==> config.mk <==
export PLATFORM = sky130hd
export DESIGN_NAME = alu_sequencer
export DESIGN_NICKNAME = d
export VERILOG_FILES = /design/src/rtl/alu_sequencer.sv
export SDC_FILE = /design/constraint.sdc
export NUM_CORES = 1
export LEC_CHECK = 0
export ABC_AREA = 0
export CORE_ASPECT_RATIO = 2
export CORE_MARGIN = 2
export CORE_UTILIZATION = 25
export CTS_BUF_LIST = sky130_fd_sc_hd__clkbuf_8
export DETAILED_ROUTE_END_ITERATION = 16
export HOLD_SLACK_MARGIN = 0.03
export PLACE_DENSITY = 0.53
export SKIP_CTS_REPAIR_TIMING = 1
export SLEW_MARGIN = 20
export SYNTH_ARGS = -nofsm -noshare
export SYNTH_HDL_FRONTEND = slang
export SYNTH_SLANG_ARGS = --single-unit
==> constraint.sdc <==
create_clock -name clk -period 2.27 [get_ports clk]
set_clock_uncertainty 0.2 [all_clocks]
set_input_delay 0.3405 -clock clk [delete_from_list [all_inputs] [get_ports clk]]
set_output_delay 0.3405 -clock clk [all_outputs]
set_load 0.01 [all_outputs]
==> src/rtl/alu_sequencer.sv <==
// alu_sequencer: command-driven initiator for an external combinational ALU.
// Holds a 4-entry register file and an NZCV status register, registers the
// ALU operand/control inputs, captures the ALU result and flags, and returns
// each result over a valid/ready response channel.
// Optional feature macro: ALU_SEQ_CARRY_CHAIN_EN, which routes the stored C
// flag into an add as carry-in when the command asks for it.
module alu_sequencer #(
  parameter int DATA_W = 3
) (
  input  logic              clk,
  input  logic              rst,
  input  logic              cmd_valid,
  output logic              cmd_ready,
  input  logic              cmd_load,
  input  logic [2:0]        cmd_op,
  input  logic [1:0]        cmd_rd,
  input  logic [1:0]        cmd_ra,
  input  logic [1:0]        cmd_rb,
  input  logic [DATA_W-1:0] cmd_imm,
  input  logic              cmd_use_carry,
  output logic [DATA_W-1:0] alu_a,
  output logic [DATA_W-1:0] alu_b,
  output logic [2:0]        alu_control,
  output logic              alu_carryin,
  input  logic [DATA_W-1:0] alu_result,
  input  logic              alu_n,
  input  logic              alu_z,
  input  logic              alu_c,
  input  logic              alu_v,
  output logic              rsp_valid,
  input  logic              rsp_ready,
  output logic [DATA_W-1:0] rsp_result,
  output logic [3:0]        rsp_flags
);

  localparam logic [1:0] S_IDLE  = 2'd0;
  localparam logic [1:0] S_ISSUE = 2'd1;
  localparam logic [1:0] S_RESP  = 2'd2;

  localparam logic [2:0] OP_ADD = 3'd0;

  logic [1:0]        state_q, state_d;
  logic              cmd_ready_q, cmd_ready_d;
  logic [DATA_W-1:0] rf_q [4];
  logic [DATA_W-1:0] rf_d [4];
  logic [3:0]        nzcv_q, nzcv_d;
  logic [DATA_W-1:0] alu_a_q, alu_a_d;
  logic [DATA_W-1:0] alu_b_q, alu_b_d;
  logic [2:0]        alu_ctl_q, alu_ctl_d;
  logic              alu_cin_q, alu_cin_d;
  logic [DATA_W-1:0] rsp_result_q, rsp_result_d;
  logic [1:0]        rd_q, rd_d;
  logic [2:0]        op_q, op_d;
  logic              cin_sel;

`ifdef ALU_SEQ_CARRY_CHAIN_EN
  assign cin_sel = cmd_use_carry & (cmd_op == OP_ADD) & nzcv_q[1];
`else
  // Carry chaining is compiled out; the request bit is deliberately ignored.
  logic unused_use_carry;
  assign unused_use_carry = cmd_use_carry;
  assign cin_sel          = 1'b0;
`endif

  // Next-state, register-file and ALU-interface update for the three-state sequencer
  always_comb begin
    state_d      = state_q;
    rf_d         = rf_q;
    nzcv_d       = nzcv_q;
    alu_a_d      = alu_a_q;
    alu_b_d      = alu_b_q;
    alu_ctl_d    = alu_ctl_q;
    alu_cin_d    = alu_cin_q;
    rsp_result_d = rsp_result_q;
    rd_d         = rd_q;
    op_d         = op_q;
    case (state_q)
      S_IDLE: begin
        if (cmd_valid && cmd_ready_q) begin
          rd_d = cmd_rd;
          op_d = cmd_op;
          if (cmd_load) begin
            rf_d[cmd_rd] = cmd_imm;
            rsp_result_d = cmd_imm;
            state_d      = S_RESP;
          end else begin
            // Operands come from the current file contents, so rd==ra/rb sees the old value.
            alu_a_d   = rf_q[cmd_ra];
            alu_b_d   = rf_q[cmd_rb];
            alu_ctl_d = cmd_op;
            alu_cin_d = cin_sel;
            state_d   = S_ISSUE;
          end
        end
      end
      S_ISSUE: begin
        rf_d[rd_q]   = alu_result;
        rsp_result_d = alu_result;
        // Only add defines a meaningful carry; other ops keep the stored C.
        nzcv_d       = {alu_n, alu_z, (op_q == OP_ADD) ? alu_c : nzcv_q[1], alu_v};
        state_d      = S_RESP;
      end
      S_RESP: begin
        if (rsp_ready) begin
          state_d = S_IDLE;
        end
      end
      default: begin
        state_d = S_IDLE;
      end
    endcase
    cmd_ready_d = (state_d == S_IDLE);
  end

  // State and datapath registers; reset abandons any in-flight command
  always_ff @(posedge clk) begin
    if (rst) begin
      state_q      <= S_IDLE;
      cmd_ready_q  <= 1'b0;
      for (int i = 0; i < 4; i++) begin
        rf_q[i] <= '0;
      end
      nzcv_q       <= '0;
      alu_a_q      <= '0;
      alu_b_q      <= '0;
      alu_ctl_q    <= '0;
      alu_cin_q    <= 1'b0;
      rsp_result_q <= '0;
      rd_q         <= '0;
      op_q         <= '0;
    end else begin
      state_q      <= state_d;
      cmd_ready_q  <= cmd_ready_d;
      rf_q         <= rf_d;
      nzcv_q       <= nzcv_d;
      alu_a_q      <= alu_a_d;
      alu_b_q      <= alu_b_d;
      alu_ctl_q    <= alu_ctl_d;
      alu_cin_q    <= alu_cin_d;
      rsp_result_q <= rsp_result_d;
      rd_q         <= rd_d;
      op_q         <= op_d;
    end
  end

  assign cmd_ready   = cmd_ready_q;
  assign alu_a       = alu_a_q;
  assign alu_b       = alu_b_q;
  assign alu_control = alu_ctl_q;
  assign alu_carryin = alu_cin_q;
  assign rsp_valid   = (state_q == S_RESP);
  assign rsp_result  = rsp_result_q;
  assign rsp_flags   = nzcv_q;

endmodule

==> flow_summary.toml <==
[detailed_routing]
via_per_inst = 4.78
drtIter0Drc = 38
drc = 0
wl_microns = 4550
wl_per_cell_microns = 15.1
vias = 1438
ant_nets = 0
dr.pass1.iters = 4

[synth]
synthesis.area_sq_um = 1730
synth_ff_type = "dfxtp_1"
async_reset_ff_share_pct = 0
synth_fp_nets = 192
yosysSeqAreaShare_pct = 41.6
synth_edf_count = 0
ys_ff_latch = 36
netlist_instances = 167
ys.warnings.count = 0
synth_area_per_cell_sq_um = 10.4
synth.distinct_cells = 34

[die]
dieArea_sq_um = 7640
rows = 42
coreArea_sq_um = 6670
start_util_pct = 25.9
die_x_microns = 62.8
fp.dieH_microns = 122
io-pin-count = 44

[pwr]
intPower_mw = 1.01
combPwrFrac_pct = 16.0
p_leak_nw = 0.784
peakVddDrop_mv = 0.247
p_sw_mw = 0.360
p_per_area_nw_per_um2 = 585
pwr-share-clk_pct = 35.0
p_seq_share_pct = 49.0
swShare_pct = 26.3

[clock_tree]
h-tree-depth = 2
root_buffer = "clkbuf_8"
insertion_delay_ns = 0.29
clkTransAtPathRegs_ns = 0.07
cts_tree = "done"
clk_path_buf_depth = 2
cts_made_buffers = 5
clock-sinks = 36

[final_layout]
diodes = 0
post-route-util_pct = 35.1
drive_gt1_share_pct = 13.6
syn2layout_area_growth_pct = 35.5
layout.cells.non_filler = 301
layout_commonest_cell = "clkdlybuf4s50_1"
most-common-layout-cells = "clkdlybuf4s50_1 (41), dfxtp_1 (36), a21oi_1 (16)"
nets = 237

[grt]
grt_max_degree = 26
grt_pass1_wl_microns = 7480
grt_remaining_overflow = 0
grt_pass1_vias = 1508
antenna_found_initial = 0
grt.total_usage_pct = 13.0

[timing]
setup_ws_ns = 0.169
setup_tns_ns = 0
setup_viol = 0
hold_viol = 0
slew_violations = 0
worst_pin_slew_ns = 0.492
rsz0062_at_grt = "false"
fin_crit_ns = 2.10
post-route-period-util_pct = 92.6
slew_headroom_pct = 66.3
max_freq_mhz = 476

[worst_setup_path]
reg2regPathDepth = 5
crit_path_start_kind = "flip-flop"
critPathMaxFanout = 9
cp.arrival_ns = 1.56
end_kind = "primary output"
critPathKind = "reg2out"
required_ns = 1.73

[job]
maxCapViolCount = 0

[run_status]
outcome = "finished clean"

[place]
place_hpwl_microns = 3490
pre_cts_slack_ns = 0.117
dp.cells = 293
gp_congestion = 0.776
io_buffers = 41

[hold_path]
whs_path_depth = 2
hold_path_class = "reg2reg"
[critical path: stages, from the launching register on]
cell and delay [ns]:
dfxtp_1 0.46, nor2b_1 0.23, clkdlybuf4s50_1 0.57
[layout make-up]
type	instances	area, sq um
well taps	88	110
multi-input cells	118	935
flip-flops and latches	36	721
clock inverters	2	10.0
fillers	697	4330
clock buffers	6	82.6
inverters	3	11.3
repair buffers	48	475
[metrics by stage]
stage / area (sq um) / hold WS, ns / total power, mW
floorplan: 1730 / 0.261 / 0.802
global placement: 2250 / 0.242 / 0.904
detailed placement: 2250 / 0.246 / 0.905
CTS: 2340 / 0.257 / 1.39
global route: 2340 / 0.287 / 1.43
finish: 2340 / 0.256 / 1.37
[power by group through the flow]
stage	Sequential [mW]	Combinational (mW)	Clock [mW]
2_1_floorplan	0.686	0.116	0
3_3_place_gp	0.686	0.218	0
3_5_place_dp	0.686	0.219	0
4_1_cts	0.671	0.220	0.503
5_1_grt	0.676	0.237	0.519
6_report	0.672	0.219	0.480
[synth_stat cells (5+ instances only)]
cell type   n  area (sq um)
dfxtp_1    36           721
nor3_1      6          30.0
nand2_1    14          52.6
a22o_1      9          78.8
nor2_1     10          37.5
o32a_1      6          60.1
a21oi_1    16          80.1
clkbuf_1    5          18.8
mux2i_1     7          70.1
a311oi_1   10          87.6
mux4_2      6           135
nand2b_1    5          31.3
[registers in the layout, summed over array words and instances (netlist names)]
name and cells:
rd_q 2, state_q 2, rf_q 12, op_q 3, alu_b 3, alu_a 3, rsp_result 3, cmd_ready 1
alu_control 3, rsp_flags 4
[cells by family after synthesis]
logic type	after synthesis	share of synthesized area (%)
compound gates	51	22.8
simple gates	49	15.1
flops	36	41.6
mux	17	15.9
buf+inv	13	4.34
other cells	1	0.217
[metal layers]
layer  vias to the layer above  GRT usage (%)  share of wire [%]
met1                       673           12.0                 38
li1                        727              -                  -
met2                        27           24.7                 56
met4                         0           10.0                4.2
met5                         -              0                  0
met3                        11           2.49                1.9
[path summary, 6_finish.rpt]
kind,from,end,slack [ns]
hold / removal,rsp_flags[2]$_SDFFE_PP0N_,rsp_flags[2]$_SDFFE_PP0N_,0.26
setup reg to reg,state_q[0]$_SDFF_PP0_,rf_q[11]$_SDFFE_PP0P_,0.39
hold reg to reg,rsp_flags[2]$_SDFFE_PP0N_,rsp_flags[2]$_SDFFE_PP0N_,0.26
setup / recovery,state_q[1]$_SDFF_PP0_,rsp_valid,0.17
No activity file was read; power rests on OpenSTA's default activity.
